**config.mk**
```make
export PLATFORM = sky130hd
export DESIGN_NAME = rx232
export DESIGN_NICKNAME = d
export VERILOG_FILES = /design/src/rtl/rx232.sv
export SDC_FILE = /design/constraint.sdc
export NUM_CORES = 1
export LEC_CHECK = 0
export CORE_ASPECT_RATIO = 0.6
export CORE_MARGIN = 4
export CORE_UTILIZATION = 49
export CTS_BUF_LIST = sky130_fd_sc_hd__clkbuf_16
export CTS_CLUSTER_SIZE = 24
export DETAILED_ROUTE_END_ITERATION = 7
export HOLD_SLACK_MARGIN = 0.1
export PLACE_DENSITY = 0.74
export SYNTH_ARGS = -nofsm -noshare
export SYNTH_HDL_FRONTEND = slang
export SYNTH_SLANG_ARGS = --single-unit
```
**constraint.sdc**
```tcl
create_clock -name clk -period 1.6 [get_ports clk]
set_input_delay 0.4 -clock clk [delete_from_list [all_inputs] [get_ports clk]]
set_output_delay 0.4 -clock clk [all_outputs]
set_load 0.02 [all_outputs]
```
**src/rtl/rx232.sv**
```systemverilog
// rx232: 8N1 asynchronous serial receiver with oversampled bit timing,
// level-valid/acknowledge byte handshake and framing/overrun status.
module rx232 #(
  parameter int OVS = 16
) (
  input  logic       clk,
  input  logic       rst,
  input  logic       rxck,
  input  logic       rxsd,
  input  logic       rxack,
  output logic [7:0] rxpd,
  output logic       rxrdy,
  output logic       ferr,
  output logic       ovr,
  output logic       busy
);

  typedef enum logic [2:0] {
    IDLE,
    START,
    DATA,
    STOP,
    BRK
  } state_t;

  localparam logic [3:0] HALF = 4'(OVS / 2 - 1);
  localparam logic [3:0] LAST = 4'(OVS - 1);

  state_t     state;
  logic       rc0;
  logic       rc1;
  logic       rs0;
  logic       rs;
  logic [3:0] tcnt;
  logic [2:0] bidx;
  logic [7:0] shf;
  logic       tick;
  logic       deliver;

  assign tick = rc0 & ~rc1;
  assign busy = (state != IDLE);

  // good stop bit on its evaluation tick
  assign deliver = tick && (state == STOP)
                && (tcnt == LAST) && rs;

  always_ff @(posedge clk or negedge rst) begin
    if (!rst) begin
      rc0   <= 1'b0;
      rc1   <= 1'b0;
      rs0   <= 1'b1;
      rs    <= 1'b1;
      state <= IDLE;
      tcnt  <= 4'd0;
      bidx  <= 3'd0;
      shf   <= 8'h00;
      rxpd  <= 8'h00;
      rxrdy <= 1'b0;
      ferr  <= 1'b0;
      ovr   <= 1'b0;
    end else begin
      rc0 <= rxck;
      rc1 <= rc0;
      rs0 <= rxsd;
      rs  <= rs0;

      if (tick) begin
        unique case (state)
          IDLE: begin
            if (!rs) begin
              state <= START;
              tcnt  <= 4'd0;
            end
          end
          START: begin
            if (tcnt == HALF) begin
              tcnt <= 4'd0;
              bidx <= 3'd0;
              state <= rs ? IDLE : DATA;
            end else begin
              tcnt <= tcnt + 4'd1;
            end
          end
          DATA: begin
            if (tcnt == LAST) begin
              shf  <= {rs, shf[7:1]};
              tcnt <= 4'd0;
              bidx <= bidx + 3'd1;
              if (bidx == 3'd7) state <= STOP;
            end else begin
              tcnt <= tcnt + 4'd1;
            end
          end
          STOP: begin
            if (tcnt == LAST) begin
              tcnt  <= 4'd0;
              ferr  <= ~rs;
              state <= rs ? IDLE : BRK;
            end else begin
              tcnt <= tcnt + 4'd1;
            end
          end
          BRK: begin
            if (rs) state <= IDLE;
          end
          default: state <= IDLE;
        endcase
      end

      // an ack in the delivery clk frees the slot for the new byte
      if (deliver) begin
        if (!rxrdy || rxack) begin
          rxpd  <= shf;
          rxrdy <= 1'b1;
          if (rxack) ovr <= 1'b0;
        end else begin
          ovr <= 1'b1;
        end
      end else if (rxack) begin
        rxrdy <= 1'b0;
        ovr   <= 1'b0;
      end
    end
  end

endmodule

```
Word level (Yosys, flattened, before mapping)
Cells that the tools add are included.
{"block": "word_totals", "ff_bits": 33, "input_bits": 5, "out_inout_bits": 12, "word_cells": 71}
{"block": "op_classes", "n_addsub": 2, "eq_ne": 14, "mux": 22, "bitwise": 3, "n_reduce_logical": 18}
{"operator": "2-to-1 mux 3 bit", "count": 9}
{"operator": "one-hot mux 3 bit (5 select lines)", "count": 1}
{"operator": "2-to-1 mux 4 bit", "count": 3}
{"operator": "one-hot mux 4 bit (3 select lines)", "count": 1}
{"operator": "inequality test 2 bit, second input constant", "count": 5}
{"operator": "AND reduction 3 bit", "count": 3}
{"operator": "AND reduction 7 bit", "count": 1}
{"operator": "equality test 3 x 2 -> 1 bit, second input constant", "count": 2}
{"operator": "equality test 3 bit, second input constant", "count": 2}
{"operator": "2-to-1 mux 1 bit", "count": 6}
{"operator": "one-hot mux 3 bit (2 select lines)", "count": 1}
{"operator": "nonzero test 3 bit", "count": 2}
{"operator": "adder 4 x 1 -> 4 bit, second input constant", "count": 1}
{"operator": "equality test 4 x 3 -> 1 bit, second input constant", "count": 1}
{"operator": "equality test 4 bit, second input constant", "count": 1}
{"operator": "inequality test 2 x 1 -> 1 bit, second input constant", "count": 2}
{"operator": "AND reduction 2 bit", "count": 2}
{"operator": "AND reduction 4 bit", "count": 1}
{"operator": "nonzero test 2 bit", "count": 2}
{"operator": "adder 3 x 1 -> 3 bit, second input constant", "count": 1}
{"operator": "equality test 3 x 1 -> 1 bit, second input constant", "count": 1}
{"operator": "logical AND 1 bit", "count": 3}
{"operator": "logical NOT 3 bit", "count": 1}
{"operator": "2-to-1 mux 2 bit", "count": 1}
{"operator": "other kinds (5)", "count": 6}

Logic depth before layout (Yosys ltp)
{"block": "depth", "word_depth": 7, "mapped_depth": 5, "ltp_nobuf": 5}

Worst setup path before layout
No wires, ideal clock.
{"block": "synth_path", "kind": "flip-flop to flip-flop", "startpoint": "register tcnt[0]", "endpoint": "register rxpd[0]", "setup_ns": 0.125, "arrival_time_ns": 1.418, "required_ns": 1.475, "slack_ns": 0.057, "path_stages_with_launch": 5, "n_path_buf": 0, "period_less_slack_ns": 1.543, "path_cell_list": "dfrtp_1 ha_1 and4_1 nand4_2 mux2_2"}
{"block": "synth_between", "elab_chain_cells": 4}
{"element": "start, declared", "line_no": "34", "source": "logic [3:0] tcnt;"}
{"element": "start signal, assigned", "line_no": "81", "source": "tcnt <= tcnt + 4'd1;"}
{"element": "start signal, assigned", "line_no": "91", "source": "tcnt <= tcnt + 4'd1;"}
{"element": "start signal, assigned", "line_no": "100", "source": "tcnt <= tcnt + 4'd1;"}
{"element": "equality test 4 bit", "line_no": "45", "source": "&& (tcnt == LAST) && rs;"}
{"element": "logical AND 1 bit (2 in series)", "line_no": "45"}
{"element": "AND reduction 2 bit (no source line)"}
{"element": "end signal, assigned", "line_no": "57", "source": "rxpd <= 8'h00;"}
{"element": "end signal, assigned", "line_no": "113", "source": "rxpd <= shf;"}
{"element": "end, declared", "line_no": "11", "source": "output logic [7:0] rxpd,"}
No other way between the ends.
A chain may end at the register's enable or synchronous reset.

Final worst setup path
{"block": "layout_path", "startpoint": "register state[0]", "endpoint": "output port busy"}
{"block": "layout_between", "elab_chain_cells": 1}
{"element": "start, declared", "line_no": "29", "source": "state_t state;"}
{"element": "start signal, assigned", "line_no": "79", "source": "state <= rs ? IDLE : DATA;"}
{"element": "start signal, assigned", "line_no": "98", "source": "state <= rs ? IDLE : BRK;"}
{"element": "nonzero test 3 bit", "line_no": "41", "source": "assign busy = (state != IDLE);"}
{"element": "end, declared", "line_no": "15", "source": "output logic busy"}
No other way between the ends.

==> reports/results.md <==
- **vertical die dimension** 51.4 um
- **post-synthesis area per instance** 12.8 sq um
- **TritonCTS buffer count** 5
- **final count of negative-setup-slack endpoints** 0
- **Sequential Area** 828 sq um
- **worst-skew pair later-pin latency** 270 ps
- **basic-gate share of the synthesized area counting and, or, nand and nor cells** 15.0%
- **routability-driven placement congestion ratio** 0.817
- **First DRT Iteration DRCs** 60
- **initial core utilization** 52.5%
- **leakage power** 0.000998 uW
- **Syn Nets** 128
- **kind of launch point of the worst setup path** register
- **Layout Skew** 4.90 ps
- **most common flop cell mapped by yosys** sky130_fd_sc_hd__dfrtp_1
- **maximum clock insertion buffer count** 2
- **count of final hold-check violations** 0
- **status** finished, final reports clean
- **final critical-path share of the clock period** 98.8%
- **adder-cell share of the synthesized area** 2.44%
- **Post-Syn Instances** 120
- **clk slew on worst S/H paths** 50 ps
- **post-route minimum period** 1580 ps
- **Worst Hold Depth** 0
- **GRT Util Overall** 17.3%
- **crit end category** output pin
- **Setup Crit Path Kind** register to output pin
- **combinational family with the most area after synthesis** multiplexers
- **non-filler cells in the finished layout** 198
- **Crit path arrival time** 1180 ps
- **Post-synth ARST share** 100%
- **I/O pins** 17
- **number of detailed-routing iterations run before antenna repair** 4
- **clock tree from TritonCTS** done
- **via count normalized by instance count** 5.26
- **path depth of the worst reg2reg path** 4
- **Post-route DRC** 0
- **worst setup slack after layout** 19.8 ps
- **drt wl/cell** 15.7 um
- **max-cap viol count** 0
- **peak fanout along the critical path** 2
- **Root Driver** sky130_fd_sc_hd__clkbuf_16
- **first-pass GRT wire length** 5.29 mm
- **total inserted antenna cells** 0
- **Detailed Place HPWL** 2.17 mm
- **Netlist Area Pre-Place** 1540 sq um
- **die area** 4130 sq um
- **Worst-Margin Slew** 294 ps
- **total area of multi-input combinational cells** 682 sq um
- **register area share after synthesis** 53.9%
- **layout cells sized above 1** 36.5%
- **# nets final** 163
- **number of placed instances with taps included** 187
- **Max Clk Rate** 0.633 GHz
- **count of different cell masters after synthesis** 42
- **Worst EP required** 1200 ps
- **Hold Crit Class** register to register
- **CTS HTree Levels** 2
- **post-layout utilization of the core** 69.4%
- **DRT Wirelength** 3.11 mm
- **Seq cells post-synth** 33
- **Synth Area in Compound Gates** 9.44%
- **total via count in the routed design** 1041
- **power density over the cells** 1280 nW/um^2
- **antenna violations before repair** 0
- **area of the core region** 2930 sq um
- **max-slew violation count** 0
- **width of the die** 80.3 um
- **Rows** 15
- **worst slew margin relative to its limit** 80.4%
- **number of sinks handled by clock tree synthesis** 33
- **DP Worst Slack** -215 ps
- **unrepaired setup endpoints after global routing** true
- **Layout fillers** 201
- **area growth from synthesis to final layout** 32.1%
- **number of global-route vias before repair** 1113
- **mux share of post-synthesis cell area** 15.1%
- **VDD IR-drop max** 0.643 mV
- **pin count of the biggest net entering global routing** 24
- **number of I/O port buffers** 16
- **count of nets left with antenna violations after detail routing** 0
- **count of flip-flops with a built-in enable after synthesis** 0
- **xor/xnor cell area share of the yosys netlist** 0.570%
- **gr ovfl total** 0
- **number of synthesis warnings** 0
[through the flow]
step	TNS (ps)	total power (uW)	hold WS [ps]	instance area, sq um
finish	0	2600	359	2030
global placement	-1390	1460	348	1820
detailed placement	-1870	1490	352	1820
CTS	0	2530	359	1990
floorplan	0	1300	104	1540
global route	-35.8	2720	365	2030
[cells in the mapped netlist (3+ instances only)]
library cell,number,area (sq um)
sky130_fd_sc_hd__dfrtp_1,31,776
sky130_fd_sc_hd__mux2_2,17,191
sky130_fd_sc_hd__nand2_1,7,26.3
sky130_fd_sc_hd__inv_1,4,15.0
sky130_fd_sc_hd__mux2i_1,4,40.0
sky130_fd_sc_hd__nor2_1,4,15.0
sky130_fd_sc_hd__o21ai_0,4,20.0
sky130_fd_sc_hd__ha_1,3,37.5
sky130_fd_sc_hd__nand3_1,3,15.0
[what timing repair did]
| action | CTS | global route |
|---|---|---|
| gates cloned | 0 | 0 |
| setup endpoints to repair | 17 | 12 |
| resized for setup | 20 | 5 |
| buffers inserted | 0 | 3 |
| hold buffers | 0 | 0 |
| pin swaps | 0 | 2 |
[routing by layer]
layer	vias to the layer above	track usage (%)	wire (um)
met4	0	6.46	16
li1	497	-	-
met5	-	0	0
met1	521	22.4	1480
met2	21	26.9	1470
met3	2	5.99	153
[final timing paths]
check	from	end	slack, ps
setup reg to reg	state[1]$_DFFE_PN0P_	bidx[2]$_DFFE_PN0P_	40
min in group asynchronous	rst	shf[6]$_DFFE_PN0P_	450
hold reg to reg	rs0$_DFF_PN1_	rs$_DFF_PN1_	360
max in group asynchronous	rst	ovr$_DFF_PN0_	850
hold / removal	rs0$_DFF_PN1_	rs$_DFF_PN1_	360
setup / recovery	state[0]$_DFFE_PN0P_	busy	20
[final cells by class]
class	instances	share of cell area [%]
flip-flops and latches	33	40.8
multi-input cells	77	33.6
repair buffers	34	14.3
clock buffers	5	6.16
well taps	42	2.59
clock inverters	3	1.85
inverters	4	0.739
[flip-flops by register name (all words and copies together) (netlist names)]
name   cells
state      3
ovr        1
ferr       1
shf        8
rs0        1
tcnt       4
bidx       3
rc0        1
rxrdy      1
rc1        1
rxpd       8
rs         1
[critical path: stages, from the launching register on]
cell	delay [ps]
sky130_fd_sc_hd__dfrtp_1	380
sky130_fd_sc_hd__or3_4	390
sky130_fd_sc_hd__buf_6	140
[cells in the final DEF (no fill, tap or decap), drive strengths merged, types with 3 or more instances in the layout]
cell and n:
mux2i 4, ha 3, nand3 3, buf 19, inv 5, dlygate4sd2 11
a22o 3, o21ai 4, mux2 17, nand2 7, dfrtp 31, clkdlybuf4s50 4
clkbuf 5, nor2 4
[power breakdown]
part           internal (uW)  switching (uW)  total [uW]
registers                901            64.4         965
clock network            722             323        1050
logic                    311             275         586
[cell families after synthesis]
kind of cell | Yosys count
AOI/OAI and AO/OA | 17
adders and majority gates | 3
and+or+nand+nor | 35
muxes | 21
buffers and inverters | 10
DFF | 33
xor gates and xnor gates | 1
No activity file was read; power rests on OpenSTA's default activity.
